[src/rtl/eth_10g_st_pkg.sv]
// Shared definitions for the 10G Ethernet Avalon-ST helpers: default beat width,
// packed beat type and the fill-level width rule.
package eth_10g_st_pkg;

    localparam int ST_DATA_W = 72;

    typedef logic [ST_DATA_W-1:0] st_beat_t;

    // Fill level counts 0..depth inclusive, so it needs one more code than the pointers.
    function automatic int cnt_width(input int depth);
        return $clog2(depth + 1);
    endfunction

endpackage

[src/rtl/eth_10g_st_fifo_mem.sv]
// Storage array for the RX timing adapter: one synchronous write port and one
// asynchronous read port. Contents are deliberately not reset.
module eth_10g_st_fifo_mem
    import eth_10g_st_pkg::*;
#(
    parameter int DATA_W = ST_DATA_W,
    parameter int DEPTH  = 4,
    localparam int ADDR_W = $clog2(DEPTH)
) (
    input  logic              clk,
    input  logic              wr_en,
    input  logic [ADDR_W-1:0] wr_addr,
    input  logic [DATA_W-1:0] wr_data,
    input  logic [ADDR_W-1:0] rd_addr,
    output logic [DATA_W-1:0] rd_data
);

    logic [DATA_W-1:0] mem [DEPTH];

    always_ff @(posedge clk) begin
        if (wr_en) begin
            mem[wr_addr] <= wr_data;
        end
    end

    assign rd_data = mem[rd_addr];

endmodule

[src/rtl/qsys_10g_eth_10g_mac_rx_st_timing_adapter_fifo.sv]
// RX Avalon-ST timing adapter: ready-latency-0 source to ready-latency-1 sink via a small FIFO.
// Optional cut-through on an empty FIFO when RX_TA_BYPASS_EN is defined.
module qsys_10g_eth_10g_mac_rx_st_timing_adapter_fifo
    import eth_10g_st_pkg::*;
#(
    parameter int DATA_W = ST_DATA_W,
    parameter int DEPTH  = 4,
    localparam int CNT_W = cnt_width(DEPTH)
) (
    input  logic              clk,
    input  logic              reset_n,
    input  logic [DATA_W-1:0] in_data,
    input  logic              in_valid,
    output logic              in_ready,
    output logic [DATA_W-1:0] out_data,
    output logic              out_valid,
    input  logic              out_ready,
    output logic [CNT_W-1:0]  fill_level
);

    localparam int PTR_W = $clog2(DEPTH);
    localparam logic [CNT_W-1:0] FULL_CNT = CNT_W'(DEPTH);

    logic [CNT_W-1:0]  count_reg;
    logic [CNT_W-1:0]  count_next;
    logic [PTR_W-1:0]  wr_ptr_reg;
    logic [PTR_W-1:0]  rd_ptr_reg;
    logic              ready_d1_reg;
    logic              push;
    logic              pop;
    logic              bypass;
    logic [DATA_W-1:0] rd_data;

    eth_10g_st_fifo_mem #(
        .DATA_W (DATA_W),
        .DEPTH  (DEPTH)
    ) u_mem (
        .clk     (clk),
        .wr_en   (push),
        .wr_addr (wr_ptr_reg),
        .wr_data (in_data),
        .rd_addr (rd_ptr_reg),
        .rd_data (rd_data)
    );

    // Full is decoded from the registered count, so a pop in the same cycle cannot
    // open a slot for the upstream; this keeps in_ready free of out_ready paths.
    assign in_ready = (count_reg != FULL_CNT);
    assign pop      = ready_d1_reg && (count_reg != '0);

`ifdef RX_TA_BYPASS_EN
    assign bypass    = (count_reg == '0) && ready_d1_reg && in_valid;
    assign out_valid = pop || bypass;
    assign out_data  = bypass ? in_data : rd_data;
`else
    assign bypass    = 1'b0;
    assign out_valid = pop;
    assign out_data  = rd_data;
`endif

    assign push       = in_valid && in_ready && !bypass;
    assign fill_level = count_reg;

    always_comb begin
        count_next = count_reg;
        case ({push, pop})
            2'b10:   count_next = count_reg + CNT_W'(1);
            2'b01:   count_next = count_reg - CNT_W'(1);
            default: count_next = count_reg;
        endcase
    end

    always_ff @(posedge clk or negedge reset_n) begin
        if (!reset_n) begin
            count_reg    <= '0;
            wr_ptr_reg   <= '0;
            rd_ptr_reg   <= '0;
            ready_d1_reg <= 1'b0;
        end else begin
            ready_d1_reg <= out_ready;
            count_reg    <= count_next;
            if (push) begin
                wr_ptr_reg <= wr_ptr_reg + PTR_W'(1);
            end
            if (pop) begin
                rd_ptr_reg <= rd_ptr_reg + PTR_W'(1);
            end
        end
    end

endmodule

[config.mk]
export PLATFORM = sky130hd
export DESIGN_NAME = qsys_10g_eth_10g_mac_rx_st_timing_adapter_fifo
export DESIGN_NICKNAME = d
export VERILOG_FILES = /design/src/rtl/eth_10g_st_pkg.sv /design/src/rtl/eth_10g_st_fifo_mem.sv /design/src/rtl/qsys_10g_eth_10g_mac_rx_st_timing_adapter_fifo.sv
export SDC_FILE = /design/constraint.sdc
export NUM_CORES = 1
export LEC_CHECK = 0
export BUFFER_PORTS_ARGS = -buffer_cell sky130_fd_sc_hd__buf_2
export CAP_MARGIN = 20
export CORE_AREA = 2 2 200 202
export CTS_CLUSTER_SIZE = 40
export DETAILED_ROUTE_END_ITERATION = 8
export DIE_AREA = 0 0 202 204
export SETUP_SLACK_MARGIN = 0.2
export SYNTH_ARGS = -nofsm -noshare
export SYNTH_HDL_FRONTEND = slang
export SYNTH_SLANG_ARGS = --single-unit
export TNS_END_PERCENT = 100
[constraint.sdc]
create_clock -name clk -period 2.1 [get_ports clk]
set_clock_uncertainty 0.15 [all_clocks]
set_input_delay 0.21 -clock clk [delete_from_list [all_inputs] [get_ports clk]]
set_output_delay 0.21 -clock clk [all_outputs]
set_load 0.02 [all_outputs]
==> summary.log <==
qor: worst_setup_path.critical_path.slowest_cell sky130_fd_sc_hd__mux4_2
qor: clock_network.cts.reportedPaths.clkPinSlew 0.06 ns
qor: sta.finalHoldViolCount 0
qor: drt.drt_wl_cell 20.0 µm
qor: status.failed_checks negative setup slack
qor: power.pwr-share-comb 38.0%
qor: power.switchingPower 6950 µW
qor: worst_setup_path.worstPathRequired 1.74 ns
qor: hold_path.hp-class input port to flop
qor: synthesis.post_synth_top_flop sky130_fd_sc_hd__edfxtp_1
qor: sta.max-slew-margin-rel 74.3%
qor: sta.layout_worst_path_cycle_share 113%
qor: sta.timing_worst_slew_pin_value 0.384 ns
qor: synthesis.syn_inst 413
qor: placement.place.gp.congestion 0.695
qor: sta.finalWorstSetupSlack -0.280 ns
qor: sta.timing.final.crit_period 2.38 ns
qor: power.pwr-share-clk 26.4%
qor: sta.setup_violations 82
qor: worst_setup_path.worst_reg2reg_path_depth 9
qor: die.std_cell_rows 73
qor: synthesis.post-synth-top-area-fraction 80.0%
qor: drt.initial_drc_count 291
qor: cells_and_area.largest_register_ffs 288
qor: die.initial_core_util 27.6%
qor: cells_and_area.largest_register u_mem.mem
qor: synthesis.ys_types 20
qor: power.leakagePower 0.00547 µW
qor: die.core_region_area 0.0392 mm²
qor: global_routing.vias_in_the_first_global_route 5640
qor: synthesis.ys_warn_count 0
qor: power.power_density_over_the_cells 1460 mW/mm²
qor: synthesis.asyncSetResetFlopFracSynth 2.70%
qor: worst_setup_path.crit_path_cell_trace buf_12 > buf_16 > mux4_2 > buf_2
qor: clock_network.clk-insertion-delay-late 0.52 ns
qor: sta.fmax 0.420 GHz
qor: sta.timing.hold.ws 0.125 ns
qor: cells_and_area.fin_nets 816
qor: global_routing.globalRouteTotalUtil 10.6%
qor: worst_setup_path.cp-end-kind output port
qor: synthesis.synth-seq-area-share 81.9%
qor: worst_setup_path.critical_path_depth 4
qor: worst_setup_path.worst_stage_delay_on_the_critical_path 0.52 ns
qor: die.die_area 0.0412 mm²
qor: cells_and_area.layout-area-overhead-vs-synth 44.0%
qor: drt.antenna_violation_net_count_after_detailed_routing 0
qor: drt.route.final.wire_length 25.7 mm
qor: worst_setup_path.rrSetupSlack -0.01 ns
qor: sta.setup_total_negative_slack -17.04 ns
qor: worst_setup_path.critPathLaunchType flop
qor: drt.drt-vias-per-instance 4.28
qor: power.vdd_ir_drop_max 0.00105 V
qor: drt.remaining_drc_errors 0
qor: drt.num_vias 5501
qor: worst_setup_path.crit_end out_data[29]
qor: global_routing.initial_antenna_violation_count 0
qor: placement.detailedPlacementHpwl 12.2 mm
qor: clock_network.clockBufferDepth 3
qor: cells_and_area.insertedDiodeCount 0
qor: synthesis.synth-edff-count 288
qor: synthesis.synth_top_cells_by_area sky130_fd_sc_hd__edfxtp_1 80%, sky130_fd_sc_hd__mux4_2 15%, sky130_fd_sc_hd__dfrtp_1 1.9%
qor: global_routing.pin_count_of_the_biggest_net_entering_global_routing 59
qor: run.cap_violations 0
qor: worst_setup_path.path_delay_family multiplexers
qor: power.power.internal 15800 µW
qor: synthesis.synth_seq_cells 296
qor: global_routing.grt_overflow_total 0
qor: worst_setup_path.r2r_end fill_level[2]
qor: synthesis.synthesis.nets 495
qor: worst_setup_path.worstPathBufferInverterCount 3
qor: die.die_width 202 µm
qor: worst_setup_path.timing.setup.critical_path_class flop to output port
qor: placement.buffer_ports.inserted 152
qor: worst_setup_path.worst-path-max-fanout 12
qor: global_routing.global_route_wire_length_before_repair 32.7 mm
qor: worst_setup_path.critical_path_at 2.02 ns
qor: clock_network.clock_tree.htree_level_count 2
qor: power.seq_power_share 35.5%
qor: clock_network.clock_tree.root_cell sky130_fd_sc_hd__clkbuf_16
qor: die.fp.dieH 204 µm
qor: clock_network.cts_buf_count 34
qor: sta.final_max_slew_viol_count 0
qor: drt.drt-pass1-iter-count 4
qor: synthesis.synth_area_leader_cell sky130_fd_sc_hd__edfxtp_1
qor: cells_and_area.drive_gt1_share 48.1%
qor: status.run_status finished with violations
qor: sta.rsz0062_at_grt yes
qor: clock_network.clock_sinks 296
qor: synthesis.postSynthAreaPerCell 26.2 µm²
qor: worst_setup_path.setup.worst_path.start rd_ptr_reg[0]
qor: worst_setup_path.r2r_start fill_level[0]
qor: synthesis.synth_area 0.0108 mm²
qor: clock_network.cts_tree done
qor: power.netSwitchingFraction 30.6%
qor: die.io_pins 153
## final cells by class
cell class | instances | area (µm²)
clock inverters | 20 | 216
inverters | 6 | 22.5
repair buffers | 301 | 2980
multi-input cells | 95 | 1890
clock buffers | 41 | 941
fillers | 3445 | 23600
well taps | 525 | 657
flip-flops and latches | 296 | 8860
## Yosys cell counts, types with 2 or more instances
library cell and number:
sky130_fd_sc_hd__edfxtp_1 288, sky130_fd_sc_hd__mux4_2 72, sky130_fd_sc_hd__dfrtp_1 8, sky130_fd_sc_hd__buf_4 6, sky130_fd_sc_hd__inv_1 6, sky130_fd_sc_hd__buf_2 5, sky130_fd_sc_hd__ha_1 5, sky130_fd_sc_hd__and3_2 4
sky130_fd_sc_hd__clkbuf_1 3, sky130_fd_sc_hd__xnor2_1 3, sky130_fd_sc_hd__xor2_1 3, sky130_fd_sc_hd__buf_1 2
## worst min path at each step
stage	startpoint	end	depth (start not counted)
after floorplan	reset_n	fill_level[0]	0
after global placement	reset_n	ready_d1_reg	1
after detailed placement	reset_n	ready_d1_reg	1
after CTS	in_valid	wr_ptr_reg[0]	4
after global routing	in_valid	wr_ptr_reg[0]	5
final	in_valid	wr_ptr_reg[0]	5
## power groups by stage
| stage | Combinational (µW) | Sequential [µW] | Clock (µW) |
|---|---|---|---|
| detailed placement | 6790 | 8210 | 0 |
| finish | 8640 | 8070 | 6000 |
| global route | 9180 | 8170 | 6430 |
| global placement | 6790 | 8150 | 0 |
| floorplan | 4320 | 8140 | 0 |
| CTS | 7480 | 8090 | 6200 |
## tightest hold or removal path: cells and delay by family
kind,cells,cell delay (ns)
xor gates and xnor gates,1,0.05
buffers and inverters,3,0.32
and+or+nand+nor,1,0.16
## cells in the final DEF, fill, tap and decap left out, types with 2 or more instances in the layout
master	count
sky130_fd_sc_hd__dfrtp_1	3
sky130_fd_sc_hd__mux4_2	72
sky130_fd_sc_hd__xor2_1	3
sky130_fd_sc_hd__buf_6	38
sky130_fd_sc_hd__buf_12	21
sky130_fd_sc_hd__bufinv_16	4
sky130_fd_sc_hd__clkinv_2	4
sky130_fd_sc_hd__clkinv_4	2
sky130_fd_sc_hd__clkbuf_1	4
sky130_fd_sc_hd__buf_4	16
sky130_fd_sc_hd__ha_1	4
sky130_fd_sc_hd__buf_8	5
sky130_fd_sc_hd__and3_4	4
sky130_fd_sc_hd__inv_2	2
sky130_fd_sc_hd__clkbuf_16	53
sky130_fd_sc_hd__xnor2_1	3
sky130_fd_sc_hd__dfrtp_4	2
sky130_fd_sc_hd__inv_1	4
sky130_fd_sc_hd__edfxtp_1	288
sky130_fd_sc_hd__buf_2	124
sky130_fd_sc_hd__buf_16	6
sky130_fd_sc_hd__dfrtp_2	3
sky130_fd_sc_hd__clkinv_1	7
sky130_fd_sc_hd__dlygate4sd3_1	75
## metal layers
layer | vias up | GRT usage (%) | wire length [µm]
met5 | - | 0 | 0
met4 | 0 | 4.75 | 594
met3 | 41 | 3.24 | 1850
met2 | 184 | 16.9 | 12200
met1 | 2844 | 13.3 | 11000
li1 | 2432 | - | -
## kinds of logic after synthesis
group                    share of synthesized area (%)
multiplexers                                      15.2
flip-flops                                        81.9
AND/OR/NAND/NOR                                  0.532
AO/OA/AOI/OAI                                   0.0926
adder cells (fa/ha/maj)                          0.764
XOR/XNOR                                         0.486
buffers and inverters                             1.03
## metrics by stage
stage	total power, µW	setup slack [ns]	instance area, µm²	util [%]	instances
finish	22700	-0.280	15600	39.7	1284
global route	23800	-0.359	15600	39.7	1284
CTS	21800	-0.337	14600	37.4	1239
detailed placement	15000	-0.0240	12500	31.9	1098
global placement	14900	-0.0177	12500	31.9	1098
floorplan	12500	-0.167	10800	-	413
## timing repair
item,4_1_cts,5_1_grt
setup endpoints to repair,76,326
resized for setup,52,46
setup buffers,5,17
endpoints found under the hold margin,297,0
pin swaps,8,0
gates cloned,0,28
hold buffers,75,0
Note: power is estimated with default switching activity, not from simulation.
